===== config.mk =====
export PLATFORM = sky130hd
export DESIGN_NAME = nibble_serial_adder
export DESIGN_NICKNAME = d
export VERILOG_FILES = /design/src/rtl/nibble_serial_adder_pkg.sv /design/src/rtl/carrySellectAdder.sv /design/src/rtl/nibble_serial_adder.sv
export SDC_FILE = /design/constraint.sdc
export NUM_CORES = 1
export LEC_CHECK = 0
export ABC_AREA = 1
export CAP_MARGIN = 10
export CORE_MARGIN = 4
export CORE_UTILIZATION = 53
export CTS_BUF_LIST = sky130_fd_sc_hd__clkbuf_16
export DETAILED_ROUTE_END_ITERATION = 12
export PLACE_DENSITY_LB_ADDON = 0.25
export SLEW_MARGIN = 20
export SYNTH_ARGS = -nofsm -noshare
export SYNTH_HDL_FRONTEND = slang
export SYNTH_SLANG_ARGS = --single-unit

===== constraint.sdc =====
create_clock -name clk -period 2.85 [get_ports clk]
set_input_delay 0.57 -clock clk [delete_from_list [all_inputs] [get_ports clk]]
set_output_delay 0.57 -clock clk [all_outputs]
set_load 0.05 [all_outputs]

===== src/rtl/nibble_serial_adder_pkg.sv =====
`default_nettype none
// ============================================================================
// Module   : nibble_serial_adder_pkg
// Brief    : Shared nibble width and FSM state encodings for the serial adder.
// Revision : 1.0
// ============================================================================
package nibble_serial_adder_pkg;

   localparam int NIB_W = 4;

   typedef enum logic [1:0] {
      IDLE = 2'd0,
      RUN  = 2'd1,
      DONE = 2'd2
   } state_t;

endpackage
`default_nettype wire


===== src/rtl/carrySellectAdder.sv =====
`default_nettype none
// ============================================================================
// Module   : carrySellectAdder
// Brief    : 4-bit carry-select adder; upper half precomputed for both carries.
// Revision : 1.0
// ============================================================================
module carrySellectAdder (
   input  logic [3:0] a,
   input  logic [3:0] b,
   input  logic       cin,
   output logic [3:0] sum,
   output logic       cout
);

   logic [2:0] w_lo;
   logic [2:0] w_hi0;
   logic [2:0] w_hi1;

   assign w_lo  = {1'b0, a[1:0]} + {1'b0, b[1:0]} + {2'b00, cin};
   assign w_hi0 = {1'b0, a[3:2]} + {1'b0, b[3:2]};
   assign w_hi1 = w_hi0 + 3'd1;

   // Lower-half carry picks which precomputed upper half is used
   assign sum  = {(w_lo[2] ? w_hi1[1:0] : w_hi0[1:0]), w_lo[1:0]};
   assign cout = w_lo[2] ? w_hi1[2] : w_hi0[2];

endmodule
`default_nettype wire


===== src/rtl/nibble_serial_adder.sv =====
`default_nettype none
// ============================================================================
// Module   : nibble_serial_adder
// Brief    : WIDTH-bit adder that feeds one 4-bit adder a nibble per cycle.
// Revision : 1.0
// ============================================================================
module nibble_serial_adder
   import nibble_serial_adder_pkg::*;
#(
   parameter int WIDTH = 16
) (
   input  logic             clk,
   input  logic             rst_n,
   input  logic             in_valid,
   output logic             in_ready,
   input  logic [WIDTH-1:0] a,
   input  logic [WIDTH-1:0] b,
   input  logic             cin,
   output logic             out_valid,
   input  logic             out_ready,
   output logic [WIDTH-1:0] sum,
   output logic             cout,
   output logic             busy
);

   localparam int NUM_NIB = WIDTH / NIB_W;
   localparam int CNT_W   = (NUM_NIB > 1) ? $clog2(NUM_NIB) : 1;
   localparam logic [CNT_W-1:0] C_LAST = CNT_W'(NUM_NIB - 1);

   state_t             r_state;
   state_t             w_state_nxt;
   logic [WIDTH-1:0]   r_a_sh;
   logic [WIDTH-1:0]   r_b_sh;
   logic [WIDTH-1:0]   r_sum_sh;
   logic [WIDTH-1:0]   w_sum_sh_nxt;
   logic               r_carry;
   logic [CNT_W-1:0]   r_cnt;
   logic [NIB_W-1:0]   w_nib_sum;
   logic               w_nib_cout;

   carrySellectAdder u_csa (
      .a    (r_a_sh[NIB_W-1:0]),
      .b    (r_b_sh[NIB_W-1:0]),
      .cin  (r_carry),
      .sum  (w_nib_sum),
      .cout (w_nib_cout)
   );

   generate
      if (NUM_NIB == 1) begin : g_single
         assign w_sum_sh_nxt = w_nib_sum;
      end else begin : g_multi
         assign w_sum_sh_nxt = {w_nib_sum, r_sum_sh[WIDTH-1:NIB_W]};
      end
   endgenerate

   always_ff @(posedge clk or negedge rst_n) begin
      if (!rst_n) begin
         r_state <= IDLE;
      end else begin
         r_state <= w_state_nxt;
      end
   end

   always_comb begin
      w_state_nxt = r_state;
      case (r_state)
         IDLE:    if (in_valid)         w_state_nxt = RUN;
         RUN:     if (r_cnt == C_LAST)  w_state_nxt = DONE;
         DONE:    if (out_ready)        w_state_nxt = IDLE;
         default:                       w_state_nxt = IDLE;
      endcase
   end

   // sum_sh and carry_q double as the result registers held through DONE and IDLE
   always_ff @(posedge clk or negedge rst_n) begin
      if (!rst_n) begin
         r_a_sh   <= '0;
         r_b_sh   <= '0;
         r_sum_sh <= '0;
         r_carry  <= 1'b0;
         r_cnt    <= '0;
      end else if (r_state == IDLE && in_valid) begin
         r_a_sh  <= a;
         r_b_sh  <= b;
         r_carry <= cin;
         r_cnt   <= '0;
      end else if (r_state == RUN) begin
         r_sum_sh <= w_sum_sh_nxt;
         r_a_sh   <= r_a_sh >> NIB_W;
         r_b_sh   <= r_b_sh >> NIB_W;
         r_carry  <= w_nib_cout;
         r_cnt    <= r_cnt + CNT_W'(1);
      end
   end

   assign in_ready  = (r_state == IDLE);
   assign out_valid = (r_state == DONE);
   assign busy      = (r_state == RUN) || (r_state == DONE);
   assign sum       = r_sum_sh;
   assign cout      = r_carry;

endmodule
`default_nettype wire


==> flow_summary.yaml <==
status:
  outcome: "complete, no violations"
floorplanning:
  die_w_um: 76.3
  start_util: 0.556
  die_y_um: 76.3
  rows: 24
  fp.dieArea_sq_um: 5820
  io_pins: 57
  coreArea_sq_um: 4440
timing:
  rsz0062_at_grt: "no"
  setup_tns_ps: 0
  hold_viol: 0
  drv_slew: 0
  worst_slew_margin_rel: 0.634
  layout_min_cycle_time_ps: 2490
  fin_crit_sh: 0.874
  tightest_slew_ps: 550
  clock.fmax_mhz: 401
  finalSetupViolations: 0
  fin_skew_ps: 4.43
layout:
  area_growth_pct: 28.2
  nets: 387
  post-route-util: 0.713
  drive_gt1_frac: 0.0441
  insertedDiodeCount: 0
hold_path:
  min_path_type: "in2async"
critical_path:
  cp.arrival_ps: 1920
  ff2ff_setup_slack_ps: 1140
  crit_slowest_cell: "clkdlybuf4s50_1"
  r2r-end: "cout"
  setup.worst_path.class: "reg2out"
  crit_start: "r_state[0]"
  r2r_cells: 8
  crit_required_ps: 2280
  max_stage_delay_ps: 830
  worstSetupStartpointType: "flip-flop"
  rr_startpoint: "r_a_sh[2]"
  end_kind: "output port"
  path_cells: "inv_1, ha_1, clkdlybuf4s50_1"
  cp_max_fo: 4
pwr:
  ir_drop_uv: 567
  p_leak_nw: 1.56
  power_density_nw_per_um2: 1220
  p_total_w: 0.00388
place:
  port_buffers: 56
  gp_congestion: 0.722
  dp_hpwl_mm: 3.56
logic_synthesis:
  syn_area_sq_um: 2470
  yosysWarningCount: 0
  syn_inst: 286
  synthesis.nets: 334
  synth_cell_type_count: 21
  ys_seq_area_frac: 0.537
  ys_seq_elements: 53
  synth.avg_cell_area_sq_um: 8.64
cts:
  post_cts_resized: 0
  h-tree-depth: 2
  cts_buffers: 5
  cts_setup_buffers: 0
  ctsHoldBuffers: 0
  clockBufferDepth: 2
  clkLatencyLatePin_ps: 280
  clk_pin_slew_ps: 60
  clock_sinks: 53
  cts_root_buf: "clkbuf_16"
  cts_tree: "yes"
route:
  drtAntennaViolNets: 0
  route.detailed.drc: 0
  drt_first_iter_violations: 114
  dr.pass1.iters: 4
  wire_per_inst_um: 12.7
  vias_per_cell: 5.13
  dr_total_vias: 2009
  wirelength_mm: 4.99
grt:
  grt-ovfl-total: 0
  globalRouteTotalUtil: 0.186
  grt_max_degree: 45
  grt_pass1_wl_mm: 9.03
  antenna_found_initial: 0
  grt_pass1_vias: 2040
job:
  cap_viol_max_count: 0
-- how the worst max path moves through the flow --
stage,to
after floorplan,sum[13]
after global placement,in_ready
after detailed placement,in_ready
after CTS,in_ready
after global routing,in_ready
final,in_ready
-- synth_stat cells --
cell,instances,share of area
a31oi_1,16,0.041
buf_2,8,0.016
buf_4,1,0.0030
buf_6,2,0.0091
clkbuf_2,1,0.0020
clkbuf_4,1,0.0030
dfrtp_1,53,0.54
fa_1,3,0.024
ha_1,8,0.041
inv_1,13,0.020
inv_2,1,0.0015
inv_4,2,0.0051
inv_6,1,0.0035
nand2_1,125,0.19
nand2_4,2,0.0091
nand3_1,18,0.036
nand4_1,2,0.0051
nor2_1,20,0.030
o211ai_1,2,0.0061
o21ai_0,5,0.010
xnor2_1,2,0.0071
-- kinds of logic after synthesis --
family          after synthesis  share of synthesized area
simple gates                167                      0.271
flops                        53                      0.537
buf+inv                      30                     0.0633
compound gates               23                     0.0567
fa+ha+maj                    11                     0.0648
xor+xnor                      2                    0.00709
-- critical path, delay by kind of cell (launching register included) --
family | cells | cell delay, ps
adder cells (fa/ha/maj) | 1 | 260
buffers and inverters | 2 | 960
flip-flops | 1 | 410
-- routing by layer --
layer  up-vias  global-route usage  wire, um
li1       1009                   -         -
met1       941               0.229      2030
met2        49               0.333      2610
met3        10              0.0307       261
met4         0              0.0598        78
met5         -                   0         0
-- cell usage in the layout, fill, tap and decap left out --
master,n
inv_1,16
nand2_4,2
a31oi_1,16
nand2_1,125
inv_4,2
clkbuf_16,5
fa_1,3
o21ai_0,5
nand4_1,2
nand3_1,18
xnor2_1,2
buf_4,3
inv_2,1
clkdlybuf4s50_1,55
buf_2,1
o211ai_1,2
ha_1,8
inv_6,1
nor2_1,20
dfrtp_1,53
-- where the power goes --
part / leakage [nW] / internal (W) / switching (W)
clock: 0.0776 / 0.000316 / 0.000246
combinational: 0.825 / 0.000699 / 0.00128
sequential: 0.658 / 0.00112 / 0.000217
-- registers in the layout (all words and copies together), names as in the netlist --
name,count
cout,1
r_a_sh,16
r_state,2
r_b_sh,16
sum,16
r_cnt,2
-- area by class of cell --
class / count / area (sq um)
Clock inverter: 3 / 11.3
Sequential cell: 53 / 1330
Timing Repair Buffer: 59 / 578
Inverter: 17 / 73.8
Tap cell: 52 / 65.1
Fill cell: 355 / 1280
Clock buffer: 5 / 125
Multi-Input combinational cell: 203 / 987
-- stage by stage --
stage          std cells  hold slack [ps]  setup slack [ps]  area, sq um
2_1_floorplan        286              274               999         2470
3_3_place_gp         384              453               710         3030
3_5_place_dp         384              458               655         3030
4_1_cts              392              202               347         3170
5_1_grt              392              219               261         3170
6_report             392              185               358         3170
Power figures use the tool's default switching activity.
